--- config.mk ---
export PLATFORM = sky130hd
export DESIGN_NAME = flick_conditioner
export DESIGN_NICKNAME = d
export VERILOG_FILES = /design/src/rtl/flick_conditioner.sv
export SDC_FILE = /design/constraint.sdc
export NUM_CORES = 1
export LEC_CHECK = 0
export CELL_PAD_IN_SITES_DETAIL_PLACEMENT = 1
export CELL_PAD_IN_SITES_GLOBAL_PLACEMENT = 1
export CORE_AREA = 2 2 80 82
export DETAILED_ROUTE_END_ITERATION = 10
export DIE_AREA = 0 0 82 84
export PLACE_DENSITY = 0.66
export SLEW_MARGIN = 20
export SYNTH_ARGS = -nofsm -noshare
export SYNTH_HDL_FRONTEND = slang
export SYNTH_SLANG_ARGS = --single-unit
export TNS_END_PERCENT = 100
--- constraint.sdc ---
create_clock -name clk -period 2.3 [get_ports clk]
set_input_delay 0.23 -clock clk [delete_from_list [all_inputs] [get_ports clk]]
set_output_delay 0.23 -clock clk [all_outputs]
set_load 0.01 [all_outputs]
--- src/rtl/flick_conditioner.sv ---
// flick_conditioner: synchronises and debounces the flick push-button and
// turns each accepted press into one stretched, registered request for the
// LED sweep sequencer. The sequencer's ack ends the request early.
`timescale 1ns/1ps
module flick_conditioner #(
    parameter int DEB_CYCLES  = 20,
    parameter int HOLD_CYCLES = 4
) (
    input  logic       clk,
    input  logic       reset,
    input  logic       btn_raw,
    input  logic       ack,
    output logic       flick,
    output logic       btn_level,
    output logic [7:0] press_cnt
);

    typedef enum logic [2:0] {
        ST_IDLE      = 3'd0,
        ST_PRESS_DEB = 3'd1,
        ST_HOLD      = 3'd2,
        ST_WAIT_REL  = 3'd3,
        ST_REL_DEB   = 3'd4
    } state_t;

    // Terminal counts: a press/release is accepted on the edge where the
    // counter already shows DEB_CYCLES-1 stable cycles.
    localparam logic [15:0] DEB_LAST  = 16'(DEB_CYCLES - 1);
    localparam logic [7:0]  HOLD_LAST = 8'(HOLD_CYCLES - 1);

    logic        r_sync1;
    logic        r_sync2;
    state_t      r_state;
    logic [15:0] r_deb_cnt;
    logic [7:0]  r_hold_cnt;
    logic        r_flick;
    logic        r_btn_level;
    logic [7:0]  r_press_cnt;

    state_t      w_state_nxt;
    logic [15:0] w_deb_cnt_nxt;
    logic [7:0]  w_hold_cnt_nxt;
    logic        w_btn_level_nxt;
    logic [7:0]  w_press_cnt_nxt;

    // Two-flop synchroniser for the asynchronous button; only r_sync2 is used.
    always_ff @(posedge clk or negedge reset) begin
        if (!reset) begin
            r_sync1 <= 1'b0;
            r_sync2 <= 1'b0;
        end else begin
            r_sync1 <= btn_raw;
            r_sync2 <= r_sync1;
        end
    end

    // Next-state and counter decode; every value holds unless a transition changes it.
    always_comb begin
        w_state_nxt     = r_state;
        w_deb_cnt_nxt   = r_deb_cnt;
        w_hold_cnt_nxt  = r_hold_cnt;
        w_btn_level_nxt = r_btn_level;
        w_press_cnt_nxt = r_press_cnt;
        case (r_state)
            ST_IDLE: begin
                if (r_sync2) begin
                    w_state_nxt   = ST_PRESS_DEB;
                    w_deb_cnt_nxt = 16'd0;
                end else begin
                    w_state_nxt = ST_IDLE;
                end
            end
            ST_PRESS_DEB: begin
                if (!r_sync2) begin
                    // Bounce: abandon the press without counting it.
                    w_state_nxt = ST_IDLE;
                end else if (r_deb_cnt == DEB_LAST) begin
                    w_state_nxt     = ST_HOLD;
                    w_btn_level_nxt = 1'b1;
                    w_press_cnt_nxt = r_press_cnt + 8'd1;
                    w_hold_cnt_nxt  = 8'd0;
                end else begin
                    w_deb_cnt_nxt = r_deb_cnt + 16'd1;
                end
            end
            ST_HOLD: begin
                // The button is deliberately not watched here, so a release
                // cannot cut the request short; ack wins over the hold timer.
                if (ack || (r_hold_cnt == HOLD_LAST)) begin
                    w_state_nxt = ST_WAIT_REL;
                end else begin
                    w_hold_cnt_nxt = r_hold_cnt + 8'd1;
                end
            end
            ST_WAIT_REL: begin
                if (!r_sync2) begin
                    w_state_nxt   = ST_REL_DEB;
                    w_deb_cnt_nxt = 16'd0;
                end else begin
                    w_state_nxt = ST_WAIT_REL;
                end
            end
            ST_REL_DEB: begin
                if (r_sync2) begin
                    // Bounce on release: keep treating the button as held.
                    w_state_nxt = ST_WAIT_REL;
                end else if (r_deb_cnt == DEB_LAST) begin
                    w_state_nxt     = ST_IDLE;
                    w_btn_level_nxt = 1'b0;
                end else begin
                    w_deb_cnt_nxt = r_deb_cnt + 16'd1;
                end
            end
            default: begin
                // Unreachable encodings recover to a quiet idle.
                w_state_nxt     = ST_IDLE;
                w_btn_level_nxt = 1'b0;
            end
        endcase
    end

    // State register.
    always_ff @(posedge clk or negedge reset) begin
        if (!reset) begin
            r_state <= ST_IDLE;
        end else begin
            r_state <= w_state_nxt;
        end
    end

    // Counters and registered outputs; flick is registered from the next state
    // so it equals (state == HOLD) with no combinational path from the inputs.
    always_ff @(posedge clk or negedge reset) begin
        if (!reset) begin
            r_deb_cnt   <= 16'd0;
            r_hold_cnt  <= 8'd0;
            r_flick     <= 1'b0;
            r_btn_level <= 1'b0;
            r_press_cnt <= 8'd0;
        end else begin
            r_deb_cnt   <= w_deb_cnt_nxt;
            r_hold_cnt  <= w_hold_cnt_nxt;
            r_flick     <= (w_state_nxt == ST_HOLD);
            r_btn_level <= w_btn_level_nxt;
            r_press_cnt <= w_press_cnt_nxt;
        end
    end

    assign flick     = r_flick;
    assign btn_level = r_btn_level;
    assign press_cnt = r_press_cnt;

endmodule
======== Word level (Yosys, flattened, before mapping) ========
Index checks and enable logic that the tools add are counted.
storage, ports and cells
  bits in registers ....................... 39
  bits of input ports ..................... 4
  word-level logic and storage cells ...... 58
cells by class
  $add $sub $neg .......................... 3
  equality and inequality tests ........... 14
  mux-type cells .......................... 23
  bitwise operators ....................... 1
  reduce and logical (&&, ||, !) cells .... 9
operator list
  operator                                              number
  two-way mux 16 bit                                    5
  one-hot mux 16 bit (4 select lines)                   1
  two-way mux 8 bit                                     3
  two-way mux 3 bit                                     6
  adder 16 x 1 -> 16 bit, second input constant         1
  adder 8 x 1 -> 8 bit, second input constant           2
  equality test 16 x 5 -> 1 bit, second input constant  1
  one-hot mux 8 bit (2 select lines)                    1
  one-hot mux 3 bit (5 select lines)                    1
  != test 2 bit, second input constant                  7
  AND reduction 5 bit                                   2
  equality test 3 x 2 -> 1 bit, second input constant   3
  equality test 8 x 2 -> 1 bit, second input constant   1
  two-way mux 1 bit                                     5
  AND reduction 4 bit                                   1
  nonzero test 4 bit                                    1
  equality test 3 x 1 -> 1 bit, second input constant   1
  equality test 3 bit, second input constant            1
  zero test 3 bit                                       1
  one-hot mux 1 bit (3 select lines)                    1
  AND reduction 3 bit                                   1
  OR reduction 3 bit                                    1
  nonzero test 2 bit                                    1
  logical OR 1 bit                                      1
  inverter 1 bit                                        1

======== Depth between registers and ports, before layout ========
  depth in word-level cells ............... 5
  mapped depth ............................ 8
  depth with buffers taken out ............ 7

======== Least setup slack after synthesis ========
Ideal clock, no wire load.
  path kind ............................... register -> register
  start point ............................. reg r_deb_cnt[0]
  end point ............................... reg r_press_cnt[3], in the netlist press_cnt[3]
  setup time .............................. 126 ps
  arrival time ............................ 1841 ps
  data required time ...................... 2174 ps
  setup slack ............................. 333 ps
  stages on the path, launching flop included .. 8
  path buffers ............................ 1
  clock period less this slack ............ 1967 ps
  cells stage by stage .................... dfrtp_1 ha_1 nor4b_2 nand4_1 nor3_1 buf_2 nand4_1 xnor2_1
on the way
  longest elaborated chain between the ends .. 2
RTL lines
  element                               RTL line  RTL
  start: declaration                    34        logic [15:0] r_deb_cnt;
  start signal: assignment              141       r_deb_cnt <= w_deb_cnt_nxt;
  equality test 16 x 5 -> 1 bit         77        end else if (r_deb_cnt == DEB_LAST) begin
  AND reduction 3 bit (no source line)  -
  end signal: assignment                145       r_press_cnt <= w_press_cnt_nxt;
  end: declaration                      38        logic [7:0] r_press_cnt;
No other way between the ends.
A chain may end at the register's enable or synchronous reset.

======== Final worst setup path ========
  start point ............................. reg r_deb_cnt[1]
  end point ............................... reg r_hold_cnt[5]
on the way
  longest elaborated chain between the ends .. 3
RTL lines
  element                               RTL line  RTL
  equality test 16 x 5 -> 1 bit         77
  != test 2 bit (no source line)        -
  AND reduction 4 bit (no source line)  -
  end signal: assignment                142       r_hold_cnt <= w_hold_cnt_nxt;
  end: declaration                      35        logic [7:0] r_hold_cnt;
No other way between the ends.

==> impl_metrics.tcl <==
set metrics [dict create \
    postCtsSetupBuffers 0 \
    rsz0062_at_grt "no" \
    ys_warn_count 0 \
    dp_cells 297 \
    initial_core_util_pct 33.5 \
    required_ns 2.52 \
    root_buffer "clkbuf_8" \
    finClkSkew_ns 0.00904 \
    gp_congestion 0.751 \
    maxCapViolCount 0 \
    ant_nets 0 \
    setup_tns_ns 0 \
    dpl.hpwl_um 3460 \
    synth_top_area_cell "dfrtp_1" \
    slew_headroom_pct 40.8 \
    place_area_um2 2340 \
    synth_edf_count 0 \
    worst_pin_slew_ns 0.888 \
    drt_iter0_markers 50 \
    drv_slew 0 \
    crit_path_start "r_deb_cnt[1]" \
    clk_pin_slew_worst_paths_ns 0.08 \
    port_buffers 13 \
    drive_gt1_share_pct 13.6 \
    r2r_end "r_hold_cnt[5]" \
    yosysMostFrequentCell "dfrtp_1" \
    drt_wl_total_um 4710 \
    max_freq_mhz 476 \
    antenna_cells 0 \
    wire_per_inst_um 15.4 \
    fin_hold_ws_ns 0.0573 \
    stdcell_area_um2 2440 \
    syn_inst 199 \
    ys_types 52 \
    fin_util_pct 40.0 \
    r2r_start "r_deb_cnt[1]" \
    rrSetupSlack_ns 0.20 \
    ys.flop_type "dfrtp_1" \
    netlist_area_um2 2040 \
    grt_max_degree 40 \
    die_h_um 84 \
    setup_violations 0 \
    hold_class "in -> async" \
    power_density_nw_per_um2 520 \
    antenna_found_initial 0 \
    ir_worst_vdd_v 0.000240 \
    pre_cts_slack_ns 0.0834 \
    cellLeakagePower_nw 1.04 \
    syn-num-nets 206 \
    cts.path.max_buffers 2 \
    ys_seq_area_share_pct 47.8 \
    cts_tree "yes" \
    critical_path_class "reg -> reg" \
    die_x_um 82 \
    vias_per_cell 5.47 \
    grt_overflow_total 0 \
    finalNetCount 234 \
    cp-end-kind "flip-flop" \
    rows 29 \
    drt_first_pass_iters 4 \
    grt_first_pass_wirelength_um 8580 \
    arrival_ns 2.31 \
    grt_usage_pct 15.9 \
    grt_pass1_vias 1773 \
    setup_ws_ns 0.201 \
    synthTopCellsByCount "dfrtp_1 (39), nand2_1 (13), nand3_1 (12), nor2_1 (12), xnor2_1 (11)" \
    drc_errors 0 \
    fin_crit_sh_pct 91.3 \
    fin_cells 305 \
    area_delta_synth_final_pct 19.4 \
    worst_setup_path_start_kind "flip-flop" \
    h-tree-depth 2 \
    yosys-top-cells-area "dfrtp_1 (48%), xnor2_1 (4.7%), nand3_1 (2.9%)" \
    cts.sink_count 39 \
    fin_crit_ns 2.10 \
    num-fill-cells 704 \
    cts_buffers 5 \
    synth-seq-cells 39 \
    async_flop_share_pct 100 \
    cp_max_fo 8 \
    r2r_cells 7 \
    synth.avg_cell_area_um2 10.3 \
    power_mw 1.27 \
    insertion_delay_ns 0.29 \
    finalHoldViolations 0 \
    status "finished, final reports clean" \
    dieArea_um2 6890 \
    synth_top_area_share_pct 47.8 \
    coreArea_um2 6100 \
    vias 1669 \
    io_pins 14 \
]
==> registers in the layout, summed over array words and instances (netlist names) <==
| register | flops |
|---|---|
| r_hold_cnt | 8 |
| btn_level | 1 |
| r_sync2 | 1 |
| r_deb_cnt | 16 |
| press_cnt | 8 |
| flick | 1 |
| r_state | 3 |
| r_sync1 | 1 |
==> cell families (layout without fill, tap and decap cells) <==
kind of cell	after synthesis	after routing	share of synthesized area [%]
xor+xnor	16	16	6.86
flops	39	39	47.8
buf+inv	10	39	2.02
compound gates	35	35	12.7
fa+ha+maj	3	3	1.84
simple gates	91	91	26.2
mux	5	5	2.57
==> how the worst max path moves through the flow <==
| stage | to | slack [ns] | cells after the start |
|---|---|---|---|
| final | r_hold_cnt[5] | 0.20 | 7 |
| after global placement | r_hold_cnt[5] | 0.12 | 6 |
| after detailed placement | r_hold_cnt[5] | 0.08 | 6 |
| after CTS | r_hold_cnt[5] | 0.05 | 6 |
| after global routing | r_hold_cnt[5] | 0.02 | 7 |
| after floorplan | press_cnt[3] | 0.33 | 7 |
==> power by group <==
| group | switching, mW | internal (mW) |
|---|---|---|
| clock | 0.252 | 0.212 |
| sequential | 0.0154 | 0.697 |
| combinational | 0.0557 | 0.0360 |
| total | 0.323 | 0.946 |
==> layout by cell type (no fill, tap or decap), types with 5 or more instances in the layout <==
cell type,instances
dfrtp_1,39
nand2_1,13
buf_4,13
nor2_1,12
nand3_1,12
clkdlybuf4s50_1,12
xnor2_1,11
nand4_1,8
a21oi_1,7
and3_1,7
o21ai_0,6
xor2_1,5
or3_1,5
clkbuf_8,5
==> per-layer routing <==
layer | part of all wire [%] | wire [um] | GRT usage, %
met3 | 2.9 | 136 | 3.03
met4 | 1.4 | 66 | 5.00
met2 | 48 | 2260 | 25.6
met5 | 0 | 0 | 0
met1 | 48 | 2250 | 21.3
==> area by class of cell <==
| class | instances | area, um2 | share of cell area (%) |
|---|---|---|---|
| flip-flops and latches | 39 | 976 | 40.0 |
| multi-input cells | 150 | 1040 | 42.6 |
| clock buffers | 6 | 72.6 | 2.98 |
| inverters | 5 | 18.8 | 0.770 |
| clock inverters | 2 | 12.5 | 0.513 |
| repair buffers | 26 | 223 | 9.13 |
| well taps | 77 | 96.3 | 3.95 |
==> timing repair <==
action	in CTS	in global routing
gates resized for setup	0	2
endpoints found under the setup margin	0	12
hold buffers	0	0
endpoints found under the hold margin	0	0
==> critical path: stages, from the launching register on <==
cell and delay, ns:
dfrtp_1 0.40, ha_1 0.23, nor4b_4 0.25, nand4_1 0.15, o211a_1 0.31, buf_4 0.18, or3_1 0.34, a21oi_1 0.15
Note: power is estimated with default switching activity, not from simulation.
